<file path="src/rtl/mant_mul_pkg.sv">
// Shared constants and FSM state type for the shift-and-add mantissa multiplier.
package mant_mul_pkg;
  localparam int WIDTH  = 24;
  localparam int PROD_W = 2 * WIDTH;

  typedef enum logic [1:0] {
    IDLE = 2'd0,
    RUN  = 2'd1,
    DONE = 2'd2
  } state_t;
endpackage

</file>
<file path="src/rtl/adder_48bit.sv">
// Plain unsigned adder used for the multiplier's accumulate step; wraps modulo 2^W.
module adder_48bit #(
  parameter int W = 48
) (
  input  logic [W-1:0] a_i,
  input  logic [W-1:0] b_i,
  output logic [W-1:0] sum_o
);
  assign sum_o = a_i + b_i;
endmodule

</file>
<file path="src/rtl/mant_mul_ctrl.sv">
// Sequential shift-and-add mantissa multiplier with valid/ready handshakes on both sides.
// Optional build macro MANT_MUL_EARLY_TERM_EN stops RUN once the remaining multiplier bits are zero.
module mant_mul_ctrl #(
  parameter int WIDTH  = mant_mul_pkg::WIDTH,
  parameter int PROD_W = 2 * WIDTH
) (
  input  logic              clk,
  input  logic              rst_n,
  input  logic              in_valid,
  output logic              in_ready,
  input  logic [WIDTH-1:0]  in_a,
  input  logic [WIDTH-1:0]  in_b,
  output logic              out_valid,
  input  logic              out_ready,
  output logic [PROD_W-1:0] out_prod,
  output logic              busy
);
  import mant_mul_pkg::*;

  localparam int CNT_W = $clog2(WIDTH + 1);

  state_t              state_q, state_d;
  logic [PROD_W-1:0]   acc_q, acc_d;
  logic [PROD_W-1:0]   mcand_q, mcand_d;
  logic [WIDTH-1:0]    mplier_q, mplier_d;
  logic [CNT_W-1:0]    cnt_q, cnt_d;
  logic [PROD_W-1:0]   sum;
  logic [WIDTH-1:0]    mplier_shr;
  logic                run_last;

  adder_48bit #(.W(PROD_W)) u_acc_add (
    .a_i   (acc_q),
    .b_i   (mcand_q),
    .sum_o (sum)
  );

  assign mplier_shr = mplier_q >> 1;

`ifdef MANT_MUL_EARLY_TERM_EN
  // Once the shifted multiplier is empty, later cycles could only add zero.
  assign run_last = (cnt_q == CNT_W'(WIDTH - 1)) || (mplier_shr == '0);
`else
  assign run_last = (cnt_q == CNT_W'(WIDTH - 1));
`endif

  always_ff @(posedge clk or negedge rst_n) begin
    if (!rst_n) begin
      state_q  <= IDLE;
      acc_q    <= '0;
      mcand_q  <= '0;
      mplier_q <= '0;
      cnt_q    <= '0;
    end else begin
      state_q  <= state_d;
      acc_q    <= acc_d;
      mcand_q  <= mcand_d;
      mplier_q <= mplier_d;
      cnt_q    <= cnt_d;
    end
  end

  always_comb begin
    state_d   = state_q;
    acc_d     = acc_q;
    mcand_d   = mcand_q;
    mplier_d  = mplier_q;
    cnt_d     = cnt_q;
    in_ready  = 1'b0;
    busy      = 1'b0;
    out_valid = 1'b0;
    case (state_q)
      IDLE: begin
        in_ready = 1'b1;
        if (in_valid) begin
          acc_d    = '0;
          mcand_d  = {{(PROD_W - WIDTH){1'b0}}, in_a};
          mplier_d = in_b;
          cnt_d    = '0;
          state_d  = RUN;
        end
      end
      RUN: begin
        busy = 1'b1;
        if (mplier_q[0]) acc_d = sum;
        mcand_d  = mcand_q << 1;
        mplier_d = mplier_shr;
        cnt_d    = cnt_q + 1'b1;
        if (run_last) state_d = DONE;
      end
      DONE: begin
        out_valid = 1'b1;
        if (out_ready) state_d = IDLE;
      end
      default: state_d = IDLE;
    endcase
  end

  assign out_prod = acc_q;
endmodule

</file>
<file path="config.mk">
export PLATFORM = sky130hd
export DESIGN_NAME = mant_mul_ctrl
export DESIGN_NICKNAME = d
export VERILOG_FILES = /design/src/rtl/mant_mul_pkg.sv /design/src/rtl/adder_48bit.sv /design/src/rtl/mant_mul_ctrl.sv
export SDC_FILE = /design/constraint.sdc
export NUM_CORES = 1
export LEC_CHECK = 0
export ABC_AREA = 1
export CAP_MARGIN = 10
export CORE_MARGIN = 2
export CORE_UTILIZATION = 50
export CTS_CLUSTER_DIAMETER = 50
export DETAILED_ROUTE_END_ITERATION = 6
export PLACE_DENSITY_LB_ADDON = 0.08
export SLEW_MARGIN = 15
export SYNTH_ARGS = -nofsm -noshare
export SYNTH_HDL_FRONTEND = slang
export SYNTH_SLANG_ARGS = --single-unit
</file>
<file path="constraint.sdc">
create_clock -name clk -period 2.56 [get_ports clk]
set_clock_uncertainty 0.05 [all_clocks]
set_input_delay 0.512 -clock clk [delete_from_list [all_inputs] [get_ports clk]]
set_output_delay 0.512 -clock clk [all_outputs]
set_load 0.005 [all_outputs]
</file>
==> impl_metrics.env <==
export IMPL_finish_net_count=1665
export IMPL_proportion_of_synthesized_area_in_mux_cells=0
export IMPL_rr_startpoint="mcand_q[0]$_DFFE_PN0P_"
export IMPL_timing_final_crit_period_ns=2.40
export IMPL_timing_max_transition_violations_final=0
export IMPL_post_synth_top_area_cell="dfrtp_1"
export IMPL_synth_seq_cells=127
export IMPL_irDropWorstVdd_mv=0.934
export IMPL_postSynthCellCount=1457
export IMPL_initial_core_util=0.513
export IMPL_worstSkewPairLatency_ns=0.43
export IMPL_report_final_hold_viol_count=0
export IMPL_fin_util=0.623
export IMPL_clkTransAtPathRegs_ns=0.07
export IMPL_post_synth_and_or_nand_nor_area_fraction=0.311
export IMPL_critPathCaptureType="register"
export IMPL_placeableCoreArea_mm2=0.0181
export IMPL_number_of_antenna_violations_at_the_first_check_in_global_routing=0
export IMPL_cts_root_buffer="clkbuf_16"
export IMPL_ios=103
export IMPL_firstDrtPassIters=6
export IMPL_timing_max_cap_violations=0
export IMPL_post_synth_xor_area_fraction=0.00472
export IMPL_route_final_wire_length_um=28500
export IMPL_synthesis_nets=1558
export IMPL_crit_path_start_kind="register"
export IMPL_htree_num_levels=4
export IMPL_avg_vias_per_cell=5.21
export IMPL_diodes=0
export IMPL_power_per_cell_area_mw_per_mm2=1140
export IMPL_io_buffer_count=102
export IMPL_detailroute_via_count=9413
export IMPL_route_antenna_remaining_nets=0
export IMPL_synthesized_area_fraction_occupied_by_ao_oa_aoi_and_oai_cells=0.137
export IMPL_clkSinkCount=127
export IMPL_grt_first_pass_wirelength_um=46300
export IMPL_reg2reg_to="out_prod[30]$_DFFE_PN0P_"
export IMPL_worst_ep_required_time_ns=2.85
export IMPL_status="completed"
export IMPL_critical_path_start="mcand_q[0]$_DFFE_PN0P_"
export IMPL_die_width_um=140
export IMPL_min_period_over_period=0.939
export IMPL_post_drt_wl_per_cell_um=15.8
export IMPL_max_freq_mhz=416
export IMPL_r2r_worst_path_cells=11
export IMPL_detail_route_drc_violations=0
export IMPL_reg2reg_slack_ns=0.16
export IMPL_synth_fa_ha_area_frac=0.0668
export IMPL_post_synth_instance_area_mm2=0.00928
export IMPL_globalRoute_totalOverflow=0
export IMPL_post_synth_main_area_contributors="dfrtp_1, nand2_1, inv_1, ha_1, o21ai_0"
export IMPL_post_route_cells_drive_above_1_share=0.0419
export IMPL_globalplace_congestion=0.979
export IMPL_slew_limit_headroom=0.437
export IMPL_hold_worst_slack_ns=0.463
export IMPL_worstSetupPathType="reg2reg"
export IMPL_fp_dieArea_mm2=0.0197
export IMPL_track_usage=0.303
export IMPL_dieHeight_um=140
export IMPL_maximum_number_of_pins_on_one_net_before_global_route_repair=93
export IMPL_tns_ns=0
export IMPL_synth_yosys_warnings=0
export IMPL_synth_seq_area_share=0.342
export IMPL_worst_tran_pin_value_ns=0.844
export IMPL_core_rowCount=49
export IMPL_first_global_vias=8939
export IMPL_numCtsBuffers=17
export IMPL_min_path_type="reg2reg"
export IMPL_regArea_mm2=0.00318
export IMPL_clock_path_buffers=2
export IMPL_largest_family_of_logic_cells_by_synthesized_area="simple AND/OR/NAND/NOR gates"
export IMPL_rsz0062_at_grt="false"
export IMPL_critPathMaxFanout=4
export IMPL_fillCellCount=1733
export IMPL_syn2layout_area_growth_pct=21.4
export IMPL_synth_area_per_cell_um2=6.37
export IMPL_worst_endpoint_arrival_ns=2.69
export IMPL_timing_final_setup_violations=0
export IMPL_p_leak_nw=6.08
export IMPL_critPathCapture="out_prod[30]$_DFFE_PN0P_"
export IMPL_post_synth_top_area_fraction=0.342
export IMPL_place_detailed_hpwl_um=22200
export IMPL_netlist_cell_type_count=35
export IMPL_tritoncts="built"
export IMPL_detailedRoute_firstIterationViolations=632
export IMPL_multiInputGateArea_mm2=0.00484
cell type report:
type	count	area share
multi-input cells	997	0.430
flip-flops and latches	127	0.282
repair buffers	123	0.110
inverters	298	0.0992
clock buffers	18	0.0381
well taps	229	0.0254
clock inverters	14	0.0151
cells in the final DEF (no fill, tap or decap), drive strengths merged, types with 4 or more instances in the layout:
| cell type | netlist | routed |
|---|---|---|
| o21ai | 81 | 81 |
| clkdlybuf4s50 | 0 | 101 |
| buf | 22 | 21 |
| nor3 | 5 | 5 |
| inv | 298 | 306 |
| clkbuf | 13 | 18 |
| o21bai | 4 | 4 |
| nand3 | 67 | 67 |
| o211ai | 47 | 47 |
| ha | 48 | 48 |
| o22ai | 24 | 24 |
| nor2 | 96 | 96 |
| dfrtp | 127 | 127 |
| nand4 | 9 | 9 |
| nand2 | 542 | 542 |
| a21oi | 52 | 52 |
repair_timing:
| action | 4_1_cts | 5_1_grt |
|---|---|---|
| buffers inserted | 0 | 0 |
| hold endpoints to repair | 6 | 0 |
| endpoints found under the setup margin | 0 | 6 |
| gates resized for setup | 0 | 4 |
| hold buffers | 1 | 0 |
worst min path at each step:
stage / start / end / slack [ns] / cells after the start
after floorplan: rst_n / cnt_q[0]$_DFFE_PN0P_ / 0.17 / 0
after global placement: cnt_q[0]$_DFFE_PN0P_ / cnt_q[0]$_DFFE_PN0P_ / 0.44 / 1
after detailed placement: rst_n / out_prod[1]$_DFFE_PN0P_ / 0.45 / 1
after CTS: out_prod[6]$_DFFE_PN0P_ / out_prod[6]$_DFFE_PN0P_ / 0.47 / 2
after global routing: out_prod[14]$_DFFE_PN0P_ / out_prod[14]$_DFFE_PN0P_ / 0.49 / 2
final: out_prod[6]$_DFFE_PN0P_ / out_prod[6]$_DFFE_PN0P_ / 0.46 / 2
power by group:
group / switching, mW / internal, mW / total, mW / leakage (nW)
clock network: 1.09 / 1.47 / 2.56 / 0.288
logic: 4.45 / 2.52 / 6.97 / 4.15
registers: 0.579 / 2.77 / 3.35 / 1.65
stage by stage:
step	instance area (µm²)	setup WS, ns	power [mW]	cells
after global placement	10600	0.0381	10.1	1773
after detailed placement	10600	0.0247	10.2	1773
after floorplan	9280	0.566	7.75	1457
final	11300	0.156	12.9	1806
after global routing	11300	0.0412	13.9	1806
after CTS	11300	0.00244	12.8	1806
per-layer routing:
metal | vias up | global-route usage | wire [µm]
met5 | - | 0 | 0
met4 | 0 | 0.0686 | 517
met3 | 30 | 0.0605 | 1740
met2 | 286 | 0.468 | 12400
met1 | 4342 | 0.439 | 13900
li1 | 4755 | - | -
cell usage after synthesis, drive strengths merged:
cell type / count
a21boi: 1
a21o: 1
and2: 1
nand4: 9
nor3: 5
o31ai: 2
a21oi: 52
a32o: 2
o41ai: 1
inv: 298
ha: 48
nor2: 96
clkbuf: 13
o22ai: 24
dfrtp: 127
nor4: 3
fa: 1
xor2: 3
o21bai: 4
o211ai: 47
or2: 2
xnor2: 2
nand2: 542
a22o: 2
nand3: 67
o21ai: 81
nand3b: 1
buf: 22
flip-flops by register name, summed over array words and instances, names as in the netlist:
register / count
mcand_q: 48
out_prod: 48
mplier_q: 24
cnt_q: 5
state_q: 2
logic make-up after synthesis:
family          Yosys count
flops                   127
buf+inv                 333
fa+ha+maj                49
simple gates            726
compound gates          217
xor+xnor                  5
worst max-delay path, cell delays in order, from the launching register on:
cell,delay [ns]
dfrtp_1,0.46
ha_1,0.26
fa_2,0.41
nand2_1,0.09
nand3_1,0.18
nand2_1,0.12
nand2_1,0.20
nand2_1,0.12
nand2_1,0.10
nand2_1,0.08
nand2_1,0.05
o21ai_0,0.19
Note: power is estimated with default switching activity, not from simulation.
